--- src/rtl/dds_modulator_v2.sv ---
// DDS modulation sequencer. Emits one {POFF, PINC} beat per handshake for CW,
// FM saw/triangle and binary phase-coded waveforms, optionally gated into
// pulses and counted bursts.
module dds_modulator_v2 #(
  parameter  int PINC_BITS    = 16,
  parameter  int PERIOD_BITS  = 16,
  parameter  int CODE_LEN_MAX = 32,
  parameter  int SUB_BITS     = 16,
  localparam int PW           = ((PINC_BITS + 7) / 8) * 8
) (
  input  logic                    clk_i,
  input  logic                    resetn_i,
  input  logic                    cfg_enable_i,
  input  logic [2:0]              cfg_mode_i,
  input  logic [PINC_BITS-1:0]    cfg_pinc_lo_i,
  input  logic [PINC_BITS-1:0]    cfg_pinc_hi_i,
  input  logic [PINC_BITS-1:0]    cfg_delta_i,
  input  logic [PERIOD_BITS-1:0]  cfg_pulse_i,
  input  logic [PERIOD_BITS-1:0]  cfg_period_i,
  input  logic [15:0]             cfg_burst_i,
  input  logic [CODE_LEN_MAX-1:0] cfg_code_i,
  input  logic [5:0]              cfg_code_len_i,
  input  logic [SUB_BITS-1:0]     cfg_sub_i,
  output logic [2*PW-1:0]         m_axis_modulation_tdata,
  output logic                    m_axis_modulation_tvalid,
  input  logic                    m_axis_modulation_tready,
  output logic                    dds_en_o,
  output logic                    rf_gate_o,
  output logic                    done_o,
  output logic                    error_o
);

  localparam logic [PERIOD_BITS-1:0] PER_ONE = 1;
  localparam logic [SUB_BITS-1:0]    SUB_ONE = 1;

  typedef enum logic [1:0] {S_IDLE, S_RUN, S_DONE} state_e;

  typedef struct packed {
    logic [2:0]              mode;
    logic [PINC_BITS-1:0]    lo;
    logic [PINC_BITS-1:0]    hi;
    logic [PINC_BITS-1:0]    delta;
    logic [PERIOD_BITS-1:0]  pulse;
    logic [PERIOD_BITS-1:0]  period;
    logic [15:0]             burst;
    logic [CODE_LEN_MAX-1:0] code;
    logic [5:0]              code_len;
    logic [SUB_BITS-1:0]     sub;
  } cfg_t;

  // Position of the beat currently on the bus.
  typedef struct packed {
    logic [PERIOD_BITS-1:0] per;
    logic [PINC_BITS-1:0]   fm;
    logic                   dn;      // triangle counting down
    logic [SUB_BITS-1:0]    sub;
    logic [5:0]             chip;
    logic [15:0]            npulse;  // completed periods in this burst
  } cnt_t;

  function automatic logic is_pulsed(input logic [2:0] m);
    return m inside {3'd3, 3'd4, 3'd5, 3'd7};
  endfunction

  function automatic logic is_fm(input logic [2:0] m);
    return m inside {3'd1, 3'd4, 3'd6, 3'd7};
  endfunction

  function automatic logic is_tri(input logic [2:0] m);
    return m inside {3'd6, 3'd7};
  endfunction

  function automatic logic is_pm(input logic [2:0] m);
    return m inside {3'd2, 3'd5};
  endfunction

  function automatic logic legal(input cfg_t c);
    logic ok;
    ok = (c.period != '0);
    if (is_pulsed(c.mode) && (c.pulse > c.period)) ok = 1'b0;
    if (is_pm(c.mode) && ((c.code_len == '0) || (int'(c.code_len) > CODE_LEN_MAX))) ok = 1'b0;
    if (is_fm(c.mode) && (c.lo > c.hi)) ok = 1'b0;
    return ok;
  endfunction

  // Counter values at the start of every period (and of the run).
  function automatic cnt_t restart(input cfg_t c);
    cnt_t r;
    r    = '0;
    r.fm = c.lo;
    return r;
  endfunction

  function automatic logic in_gate(input cfg_t c, input cnt_t k);
    return !is_pulsed(c.mode) || (k.per < c.pulse);
  endfunction

  function automatic logic [2*PW-1:0] beat(input cfg_t c, input cnt_t k,
                                           input logic [PINC_BITS-1:0] live);
    logic [PINC_BITS-1:0]    pinc, poff;
    logic [CODE_LEN_MAX-1:0] sh;
    logic [5:0]              idx;
    idx  = c.code_len - 6'd1 - k.chip;  // chip 0 is the MSB of the active code
    sh   = c.code >> idx;
    pinc = c.lo;
    poff = '0;
    if (c.mode == 3'd0) pinc = live;
    if (is_fm(c.mode))  pinc = k.fm;
    if (is_pm(c.mode) && !sh[0]) poff = {1'b1, {(PINC_BITS-1){1'b0}}};
    if (!in_gate(c, k)) begin
      pinc = '0;
      poff = '0;
    end
    return {PW'(poff), PW'(pinc)};
  endfunction

  // Advance every counter by one beat; FM compares are one bit wider so they never wrap.
  function automatic cnt_t step(input cfg_t c, input cnt_t k);
    cnt_t               n;
    logic [PINC_BITS:0] up;
    n  = k;
    up = {1'b0, k.fm} + {1'b0, c.delta};
    if (is_tri(c.mode)) begin
      if (!k.dn) begin
        if (up >= {1'b0, c.hi}) begin
          n.fm = c.hi;
          n.dn = 1'b1;
        end else n.fm = up[PINC_BITS-1:0];
      end else begin
        if ({1'b0, k.fm} <= ({1'b0, c.lo} + {1'b0, c.delta})) begin
          n.fm = c.lo;
          n.dn = 1'b0;
        end else n.fm = k.fm - c.delta;
      end
    end else begin
      n.fm = (up > {1'b0, c.hi}) ? c.lo : up[PINC_BITS-1:0];
    end
    if (k.sub == c.sub) begin
      n.sub  = '0;
      n.chip = (k.chip == c.code_len - 6'd1) ? 6'd0 : k.chip + 6'd1;
    end else n.sub = k.sub + SUB_ONE;
    if (is_pulsed(c.mode)) begin
      if (k.per == c.period - PER_ONE) begin
        n        = restart(c);
        n.npulse = k.npulse + 16'd1;
      end else n.per = k.per + PER_ONE;
    end
    return n;
  endfunction

  state_e              state_q;
  cfg_t                cfg_q, cfg_in;
  cnt_t                cnt_q, cnt_d, cnt_start;
  logic [PINC_BITS-1:0] live_q;
  logic [2*PW-1:0]     tdata_q, tdata_d, tdata_start;
  logic                tvalid_q, dds_en_q, gate_q, done_q, error_q;
  logic                gate_d, gate_start, last_beat, cfg_ok;

  // Gather the configuration inputs and precompute first and next beats.
  always_comb begin
    cfg_in          = '0;
    cfg_in.mode     = cfg_mode_i;
    cfg_in.lo       = cfg_pinc_lo_i;
    cfg_in.hi       = cfg_pinc_hi_i;
    cfg_in.delta    = cfg_delta_i;
    cfg_in.pulse    = cfg_pulse_i;
    cfg_in.period   = cfg_period_i;
    cfg_in.burst    = cfg_burst_i;
    cfg_in.code     = cfg_code_i;
    cfg_in.code_len = cfg_code_len_i;
    cfg_in.sub      = cfg_sub_i;
    cfg_ok          = legal(cfg_in);
    cnt_start       = restart(cfg_in);
    tdata_start     = beat(cfg_in, cnt_start, live_q);
    gate_start      = in_gate(cfg_in, cnt_start);
    cnt_d           = step(cfg_q, cnt_q);
    tdata_d         = beat(cfg_q, cnt_d, live_q);
    gate_d          = in_gate(cfg_q, cnt_d);
    last_beat       = is_pulsed(cfg_q.mode) && (cfg_q.burst != '0) &&
                      (cnt_q.per == cfg_q.period - PER_ONE) &&
                      (cnt_q.npulse == cfg_q.burst - 16'd1);
  end

  // Control FSM with registered beat outputs; enable low always wins.
  always_ff @(posedge clk_i or negedge resetn_i) begin
    if (!resetn_i) begin
      state_q  <= S_IDLE;
      cfg_q    <= '0;
      cnt_q    <= '0;
      live_q   <= '0;
      tdata_q  <= '0;
      tvalid_q <= 1'b0;
      dds_en_q <= 1'b0;
      gate_q   <= 1'b0;
      done_q   <= 1'b0;
      error_q  <= 1'b0;
    end else begin
      live_q <= cfg_pinc_lo_i;
      if (!cfg_enable_i) begin
        state_q  <= S_IDLE;
        cnt_q    <= '0;
        tdata_q  <= '0;
        tvalid_q <= 1'b0;
        dds_en_q <= 1'b0;
        gate_q   <= 1'b0;
        done_q   <= 1'b0;
        error_q  <= 1'b0;
      end else begin
        unique case (state_q)
          S_IDLE: begin
            if (cfg_ok) begin
              state_q  <= S_RUN;
              cfg_q    <= cfg_in;
              cnt_q    <= cnt_start;
              tdata_q  <= tdata_start;
              gate_q   <= gate_start;
              tvalid_q <= 1'b1;
              dds_en_q <= 1'b1;
              error_q  <= 1'b0;
            end else begin
              error_q <= 1'b1;
            end
          end
          S_RUN: begin
            if (m_axis_modulation_tready) begin
              if (last_beat) begin
                state_q  <= S_DONE;
                done_q   <= 1'b1;
                tvalid_q <= 1'b0;
                dds_en_q <= 1'b0;
                gate_q   <= 1'b0;
                tdata_q  <= '0;
              end else begin
                cnt_q   <= cnt_d;
                tdata_q <= tdata_d;
                gate_q  <= gate_d;
              end
            end
          end
          default: begin
          end
        endcase
      end
    end
  end

  assign m_axis_modulation_tdata  = tdata_q;
  assign m_axis_modulation_tvalid = tvalid_q;
  assign dds_en_o                 = dds_en_q;
  assign rf_gate_o                = gate_q;
  assign done_o                   = done_q;
  assign error_o                  = error_q;

endmodule

--- config.mk ---
export PLATFORM = sky130hd
export DESIGN_NAME = dds_modulator_v2
export DESIGN_NICKNAME = d
export VERILOG_FILES = /design/src/rtl/dds_modulator_v2.sv
export SDC_FILE = /design/constraint.sdc
export NUM_CORES = 1
export LEC_CHECK = 0
export CORE_ASPECT_RATIO = 1.75
export CORE_MARGIN = 5
export CORE_UTILIZATION = 45
export DETAILED_ROUTE_END_ITERATION = 7
export GPL_TIMING_DRIVEN = 0
export PLACE_DENSITY = 0.74
export SYNTH_ARGS = -nofsm -noshare
export SYNTH_HDL_FRONTEND = slang
export SYNTH_SLANG_ARGS = --single-unit
--- constraint.sdc ---
create_clock -name clk_i -period 6.3 [get_ports clk_i]
set_clock_uncertainty 0.15 [all_clocks]
set_input_delay 1.89 -clock clk_i [delete_from_list [all_inputs] [get_ports clk_i]]
set_output_delay 1.89 -clock clk_i [all_outputs]
set_load 0.02 [all_outputs]
==> results.yml <==
status:
  status: "complete, no violations"
critical_path:
  critPathRequiredTime_ns: 6.65
  cp_max_fo: 10
  ff2ff_setup_slack_ns: 0.14
  critPathKind: "primary input to flip-flop"
  crit_chain: "clkdlybuf4s50_1 > ha_1 > a21oi_1 > nor2_1 > a2111oi_0 > o31ai_1 > o21a_1 > o311a_1 > clkbuf_1 > o21bai_2 > buf_2 > buf_2 > a21oi_1 > o21ai_1"
  worst_r2r_startpoint: "cfg_q[73]"
  cp-end-kind: "flip-flop"
  worstPathArrival_ns: 6.54
  cp-start-kind: "primary input"
  reg2reg_to: "m_axis_modulation_tdata[13]"
  worstRegToRegCells: 21
  slowest_stage: "o31ai_1"
  critical_path.max_stage_delay_ns: 0.71
logic_synthesis:
  synth_top_cells_by_count: "470 x nand2_1, 262 x dfrtp_1, 178 x o21ai_0, 139 x ha_1"
  synth-warning-count: 0
  synth.most_common_cell: "nand2_1"
  synth_top_area_share_pct: 34.5
  synth-seq-cells: 262
  synth_ff_type: "dfrtp_1"
  yosysUniqueCellTypes: 91
  netlist_area_mm2: 0.0190
  avgSynthCellArea_um2: 8.30
  netlist_top_cells_area: "dfrtp_1 34%, nand2_1 9.3%, ha_1 9.1%"
  synthCells: 2290
  synth-seq-area-share_pct: 34.5
  synth_edf_count: 0
  yosys.area.top_type: "dfrtp_1"
  async_reset_ff_share_pct: 100
route:
  route.detailed.drc: 0
  dr.pass1.iters: 6
  routed_wl_um: 74700
  ant_nets: 0
  post_drt_via_cell_ratio: 6.01
  vias: 18640
  drt_iter0_markers: 1440
  wl_per_cell_um: 24.1
sta:
  tightest_slew_ns: 1.35
  period_minus_slack_ns: 6.20
  relSlewSlack_pct: 9.19
  timing.fmax_mhz: 161
  finalSetupViolCount: 0
  finalSetupTns_ns: 0
  period_share_pct: 98.4
  rsz0062_at_grt: "no"
  slew_viol_final: 0
  hold_viol_final: 0
cells_and_area:
  drive_above_1_share_pct: 7.78
  nNetsFinal: 2822
  syn2layout_area_growth_pct: 20.5
die:
  num_rows: 99
  core-area_mm2: 0.0417
  pin_count: 194
  die_height_um: 282
  die_area_mm2: 0.0466
  die_w_um: 165
  start_util_pct: 45.6
global_route:
  grt_pass1_vias: 19225
  antenna_found_initial: 4
  grt_start_max_net_pins: 98
  grt_pass1_wl_um: 112000
  grt_remaining_overflow: 0
  grt_usage_pct: 31.8
clock_tree:
  clkSinkCount: 262
  htree_num_levels: 1
  cts_inserted_buffers: 28
  insertion_delay_ns: 0.57
  clk_pin_slew_ns: 0.06
  postCtsHoldBufs: 0
  cts_tree: "done"
  ctsLongestPathBuffers: 3
  cts_root_buf: "clkbuf_16"
power_and_ir_drop:
  power_mw: 12.4
  powerDensity_mw_per_mm2: 539
  power_leakage_nw: 10.4
  peakVddDrop_mv: 0.271
min_path:
  hold_depth: 2
  holdCritStartpoint: "cfg_q[43]"
  whs_endpoint: "cfg_q[43]"
  hold_class: "flip-flop to flip-flop"
placed_design:
  detailed_place_hpwl_um: 59600
  gp_congestion: 0.999
  portBuffers: 177
flow_run:
  max_cap_viol_count: 0
## worst max-delay path by stage
stage	from	to	slack, ns
2_1_floorplan	cfg_q[73]	m_axis_modulation_tdata[31]	1.06
3_3_place_gp	resetn_i	cfg_q[114]	-8.21
3_5_place_dp	cfg_q[102]	cnt_q[50]	-1.14
4_1_cts	cfg_pinc_lo_i[9]	cfg_q[113]	0.0004
5_1_grt	cfg_pinc_lo_i[9]	cfg_q[91]	0.02
6_report	cfg_pinc_lo_i[9]	cnt_q[37]	0.10
## metrics by stage
step / utilization, % / cell area, um^2 / hold WS [ns] / std cells / setup WS, ns
after floorplan: - / 19100 / 0.290 / 2304 / 1.06
after global placement: 51.6 / 21500 / 0.302 / 3036 / -8.21
after detailed placement: 51.8 / 21600 / 0.311 / 3041 / -1.14
after CTS: 54.6 / 22800 / 0.326 / 3095 / 0.000355
after global routing: 54.9 / 22900 / 0.356 / 3099 / 0.0172
final: 54.9 / 22900 / 0.323 / 3100 / 0.102
## kinds of logic (layout without fill, tap and decap cells)
family,count (synthesis),count (layout),share of synthesized area (%)
multiplexers,55,55,4.27
XOR/XNOR,124,124,5.71
AND/OR/NAND/NOR,869,869,20.7
other,1,16,0.0197
buffers and inverters,257,497,5.56
adder cells (fa/ha/maj),144,144,9.62
AO/OA/AOI/OAI,578,578,19.6
flip-flops,262,262,34.5
## cell usage in the layout, fill, tap and decap left out, types with 13 or more instances in the layout
| cell | count |
|---|---|
| nand2b_1 | 13 |
| mux4_2 | 20 |
| o21a_1 | 14 |
| o211ai_1 | 19 |
| nor2_1 | 131 |
| dfrtp_1 | 262 |
| a31oi_1 | 13 |
| a21o_1 | 16 |
| ha_1 | 138 |
| nand2_1 | 470 |
| o22a_1 | 16 |
| clkdlybuf4s50_1 | 176 |
| clkbuf_16 | 29 |
| a21oi_1 | 108 |
| nor4_1 | 25 |
| and3_1 | 31 |
| o31ai_1 | 18 |
| xnor2_1 | 72 |
| or3_1 | 20 |
| o21ai_1 | 28 |
| nand4_1 | 25 |
| inv_1 | 132 |
| conb_1 | 15 |
| xor2_1 | 51 |
| nor3_1 | 32 |
| mux2i_1 | 26 |
| clkbuf_1 | 74 |
| nor2b_1 | 15 |
| buf_4 | 28 |
| o21ai_0 | 175 |
| nand3_1 | 44 |
| o22ai_1 | 16 |
## state kept, by name (all words and copies together) (netlist names)
name                     count
rf_gate_o                    1
m_axis_modulation_tdata     17
error_o                      1
cnt_q                       71
cfg_q                      153
done_o                       1
live_q                      16
state_q                      2
## power by group
group	switching, mW	total [mW]	leakage, nW	internal (mW)
Sequential	0.593	2.79	3.31	2.19
Clock	0.747	1.75	0.465	0.999
Combinational	4.83	7.82	6.62	3.00
## layout make-up
type / count / area, um^2
multi-input combinational: 1785 / 11700
clock inverter: 9 / 83.8
timing repair buffer: 190 / 1920
sequential: 262 / 6560
fill: 3922 / 18800
buffer: 122 / 583
inverter: 133 / 499
antenna: 1 / 2.50
clock buffer: 43 / 878
tap: 555 / 694
## critical path: cells and delay by family
kind,cells,cell delay (ns)
buf+inv,4,2.17
fa+ha+maj,1,0.45
simple gates,1,0.11
compound gates,8,1.89
## routing by layer
metal	up-vias	global-route usage, %	routed length, um	part of all wire (%)
met3	326	4.12	3980	5.3
met4	6	27.1	7940	11
met5	-	0	39	0.052
li1	8576	-	-	-
met2	780	57.4	38300	51
met1	8952	31.5	24400	33
## repair_timing
item                       in CTS  in global routing
cloned                          0                  0
setup endpoints to repair     162                143
buffers inserted                3                  5
pin swaps                       5                  3
resized for setup              42                 30
(Power assumes the default switching activity.)
